### src/rtl/parallel_to_serial.sv
// Parallel-in, serial-out converter.
// Captures a WIDTH-bit word and shifts it out LSB first, one bit per clock.
// The next word is captured on the edge that ends the last bit, so a loaded
// converter streams continuously with no idle cycles.
//
// Output semantics: valid_o = 1 means serial_o carries a data bit this cycle.
// There is no back-pressure: the stream is free-running and a consumer must
// accept every bit while valid_o is high. empty_o is always the complement of
// valid_o.
module parallel_to_serial #(
    parameter int WIDTH = 4
) (
    input  logic             clk,
    input  logic             reset,
    input  logic [WIDTH-1:0] parallel_i,
    output logic             empty_o,
    output logic             serial_o,
    output logic             valid_o
);

    localparam int CW = $clog2(WIDTH);
    localparam logic [CW-1:0] LAST_IDX = CW'(WIDTH - 1);

    // ST_EMPTY: nothing captured yet; ST_SHIFT: a word is being presented.
    typedef enum logic {
        ST_EMPTY = 1'b0,
        ST_SHIFT = 1'b1
    } state_t;

    state_t           state_q;
    state_t           state_d;
    logic [WIDTH-1:0] sr_q;
    logic [WIDTH-1:0] sr_d;
    logic [CW-1:0]    cnt_q;
    logic [CW-1:0]    cnt_d;
    logic             load;

    // Load when idle or while the final bit of the current word is presented.
    assign load = (state_q == ST_EMPTY) || (cnt_q == LAST_IDX);

    // Next-state, shift-register and bit-counter update.
    always_comb begin
        state_d = state_q;
        sr_d    = sr_q;
        cnt_d   = cnt_q;
        if (load) begin
            state_d = ST_SHIFT;
            sr_d    = parallel_i;
            cnt_d   = '0;
        end else begin
            sr_d    = {1'b0, sr_q[WIDTH-1:1]};
            cnt_d   = cnt_q + 1'b1;
        end
    end

    // State registers; reset clears everything immediately and aborts any word.
    always_ff @(posedge clk or negedge reset) begin
        if (!reset) begin
            state_q <= ST_EMPTY;
            sr_q    <= '0;
            cnt_q   <= '0;
        end else begin
            state_q <= state_d;
            sr_q    <= sr_d;
            cnt_q   <= cnt_d;
        end
    end

    // Outputs come straight from registers; parallel_i never reaches them
    // combinationally.
    assign serial_o = sr_q[0];
    assign valid_o  = (state_q == ST_SHIFT);
    assign empty_o  = (state_q == ST_EMPTY);

endmodule

### config.mk
export PLATFORM = sky130hd
export DESIGN_NAME = parallel_to_serial
export DESIGN_NICKNAME = d
export VERILOG_FILES = /design/src/rtl/parallel_to_serial.sv
export SDC_FILE = /design/constraint.sdc
export NUM_CORES = 1
export LEC_CHECK = 0
export BUFFER_PORTS_ARGS = -buffer_cell sky130_fd_sc_hd__buf_2
export CAP_MARGIN = 20
export CORE_AREA = 2 2 39 41
export CTS_CLUSTER_DIAMETER = 50
export DETAILED_ROUTE_END_ITERATION = 10
export DIE_AREA = 0 0 41 43
export GPL_TIMING_DRIVEN = 0
export PLACE_DENSITY_LB_ADDON = 0.1
export RECOVER_POWER = 25
export SYNTH_ARGS = -nofsm -noshare
export SYNTH_HDL_FRONTEND = slang
export SYNTH_SLANG_ARGS = --single-unit
### constraint.sdc
create_clock -name clk -period 3.5 [get_ports clk]
set_input_delay 0.35 -clock clk [delete_from_list [all_inputs] [get_ports clk]]
set_output_delay 0.35 -clock clk [all_outputs]
set_load 0.02 [all_outputs]
# ---- Yosys cells after proc, flatten, opt, wreduce, memory -nomap -nowiden
# Cells that the tools add are included.
dict set report word_totals {
  register_bits 7
  output_inout_bits 3
  inputBits 6
  elab_cells 9
}
dict set report op_classes {
  mux 2
  n_reduce_logical 1
  n_eq_ne 1
  n_addsub 1
  n_bitwise 1
}
# cell n
set op_table {}
lappend op_table {{4-bit 2-to-1 mux} 1}
lappend op_table {{2-bit by 1-bit adder with 2-bit output (second input constant)} 1}
lappend op_table {{2-bit equality test (second input constant)} 1}
lappend op_table {{2-bit 2-to-1 mux} 1}
lappend op_table {{1-bit logical OR} 1}
lappend op_table {{1-bit NOT} 1}

# ---- Logic depth before layout (Yosys ltp)
dict set report logic_depth {
  depth_word 3
  mapped_depth 3
  ltp_nobuf 3
}

# ---- Least setup slack after synthesis
# No wires, ideal clock.
dict set report synth_path {
  kind {reg-to-reg}
  from {reg cnt_q[0]}
  to {reg sr_q[0]}
  required_time_ns 3.375
  synth_period_minus_slack_ns 1.188
  slack_ns 2.312
  n_path_buf 0
  t_arrival_ns 1.063
  path_stages_with_launch 4
  cell_sequence {dfrtp_1 -> ha_1 -> nor2b_4 -> mux2_4}
}
dict set report synth_via {
  elab_chain_len 3
}
# element line_no
set synth_rtl {}
lappend synth_rtl {{from (decl)} 34} ;# logic [CW-1:0] cnt_q;
lappend synth_rtl {{from (signal assigned)} 65} ;# cnt_q <= cnt_d;
lappend synth_rtl {{2-bit equality test} 39} ;# assign load = (state_q == ST_EMPTY) || (cnt_q == LAST_IDX);
lappend synth_rtl {{1-bit logical OR} 39}
lappend synth_rtl {{4-bit 2-to-1 mux} 46} ;# if (load) begin
lappend synth_rtl {{named net sr_d[0]} 33} ;# logic [WIDTH-1:0] sr_d;
lappend synth_rtl {{to (signal assigned)} 64} ;# sr_q <= sr_d;
lappend synth_rtl {{to (decl)} 32} ;# logic [WIDTH-1:0] sr_q;
# The timed path passes the listed nets, and every way through them passes these cells.
# A chain may end at the register's enable or synchronous reset.

# ---- Final worst setup path
dict set report layout_path {
  from {reg cnt_q[0]}
  to {reg sr_q[1]}
}
# The elaborated chain is that of the path after synthesis.

==> metrics.yaml <==
status: "complete, no violations"
drtAntennaViolNets: 0
leakagePower_nw: 0.194
worstSetupStartpoint: "cnt_q[0]"
overflow: 0
synth_cells: 17
fmax_mhz: 797
critical_path_class: "flip-flop to flip-flop"
hold_viol: 0
nNetsFinal: 38
diodes: 0
synth.distinct_cells: 9
die_h_um: 43
grt_pass1_wl_um: 690
htreeDepth: 1
placed_cells: 41
cap_violations: 0
drcViolationCount: 0
slowest_delay_ns: 0.38
netlist_area_um2: 275
core-area_mm2: 0.00138
r2r_cells: 3
cts_sinks: 7
crit_arrival_ns: 1.39
tns_ns: 0
worstSetupStartpointType: "flip-flop"
routed_wl_um: 412
holdPathEnd: "sr_q[3]"
hold_class: "input pin to flip-flop"
synth-seq-area-share_pct: 63.6
worstReg2RegStart: "cnt_q[0]"
grt_max_degree: 8
grt_pass1_vias: 172
hold_depth: 2
drv_slew: 0
io_pins: 9
track_usage_pct: 6.69
yosysWarnings: 0
clk_pin_slew_ns: 0.05
numCtsBuffers: 3
dr.pass1.iters: 1
dp_hpwl_um: 320
p_per_area_mw_per_mm2: 513
syn_nets: 24
initial_core_util_pct: 19.9
hold_path.startpoint: "parallel_i[3]"
ir_drop_uv: 165
dieArea_mm2: 0.00176
cp_cell_sequence: "ha_1 -> nor2b_4 -> mux2_4"
required_ns: 3.63
cts_tree: "built"
route.vias.total: 164
wire_per_inst_um: 8.96
cpMaxStageDelayCell: "dfrtp_1"
regToRegEndpoint: "sr_q[1]"
r2r_slack_ns: 2.25
rsz0062_at_grt: "false"
setup_viol: 0
drt_iter0_markers: 0
place.gp.congestion: 0.605
fin_skew_ns: 0.00375
io_buffers: 8
vias_per_cell: 3.57
fin_cells: 46
crit_path_max_fanout: 5
syn_avg_cell_area_um2: 16.2
antenna_found_initial: 0
cts_buffer_depth: 2
setup_ws_ns: 2.25
syn_to_final_growth_pct: 34.5
synth.ff_latch_count: 7
cts_root_buf: "clkbuf_4"
rows: 14
layout-drive-gt1-share_pct: 53.3
end_kind: "flip-flop"
place_ws_ns: 2.24
finalCriticalPeriod_ns: 1.25
fp.dieW_um: 41
clock_latency_ns: 0.25
finalCritPeriodShare_pct: 35.8
cells by family (layout without fill, tap and decap cells):
family                   Yosys count  count (layout)  synth area share [%]
flip-flops                         7               7                  63.6
AND/OR/NAND/NOR                    4               4                  12.7
multiplexers                       3               3                  16.4
adder cells (fa/ha/maj)            1               1                  4.54
other                              1               1                  1.36
buffers and inverters              1              14                  1.36
cells in the final DEF, fill, tap and decap left out, drive strengths merged:
cell,count
nor2b,1
mux2,3
dlygate4sd3,1
buf,7
and2b,1
nor3,1
clkbuf,5
ha,1
conb,1
dfrtp,7
and2,1
inv,1
cell type report:
type | count | area (µm²)
Fill cell | 147 | 1010
Sequential cell | 7 | 175
Multi-Input combinational cell | 9 | 96.3
Timing Repair Buffer | 9 | 48.8
Clock buffer | 4 | 26.3
Tap cell | 16 | 20.0
Inverter | 1 | 3.75
worst max-delay path, delay by kind of cell, from the launching register on:
| kind | cells | cell delay, ns |
|---|---|---|
| and+or+nand+nor | 1 | 0.20 |
| adders and majority gates | 1 | 0.25 |
| DFF | 1 | 0.38 |
| muxes | 1 | 0.31 |
synth_stat cells:
master | n | share of area, %
mux2_4 | 3 | 16
conb_1 | 1 | 1.4
dfrtp_1 | 7 | 64
inv_1 | 1 | 1.4
nor2b_4 | 1 | 5.0
nor3_1 | 1 | 1.8
ha_1 | 1 | 4.5
and2_2 | 1 | 2.7
and2b_2 | 1 | 3.2
flip-flops by register name (all words and copies together) (netlist names):
name / cells
sr_q: 4
cnt_q: 2
valid_o: 1
where the power goes:
| part | switching, mW | total, mW | leakage [nW] | internal [mW] |
|---|---|---|---|---|
| Combinational | 0.0114 | 0.0259 | 0.0933 | 0.0145 |
| Sequential | 0.00272 | 0.0917 | 0.0862 | 0.0889 |
| Clock | 0.0288 | 0.0723 | 0.0150 | 0.0435 |
worst max path at each step:
stage	slack (ns)	endpoint	depth (start not counted)
finish	2.25	sr_q[1]	3
global route	2.18	sr_q[0]	3
CTS	2.24	sr_q[1]	3
detailed placement	2.24	sr_q[0]	3
global placement	2.26	sr_q[2]	3
floorplan	2.31	sr_q[0]	3
per-layer routing:
layer / track usage [%] / up-vias / wire length, µm
met5: 0 / - / 0
met1: 7.64 / 81 / 168
met3: 4.71 / 0 / 31
li1: - / 78 / -
met4: 8.00 / 0 / 0
met2: 6.88 / 5 / 212
metrics by stage:
step                      hold slack [ns]  util [%]  power [mW]  area (µm²)
final                               0.327      26.8       0.190         370
after global placement              0.192      24.2       0.118         335
after global routing                0.325      26.8       0.202         370
after floorplan                    0.0544         -       0.110         275
after detailed placement            0.193      24.2       0.119         335
after CTS                           0.321      26.9       0.194         372
repair_timing:
item | CTS | global route
endpoints found under the hold margin | 7 | 0
hold buffers | 1 | 0
gates resized for setup | 0 | 0
buffers inserted | 0 | 0
Note: power is estimated with default switching activity, not from simulation.
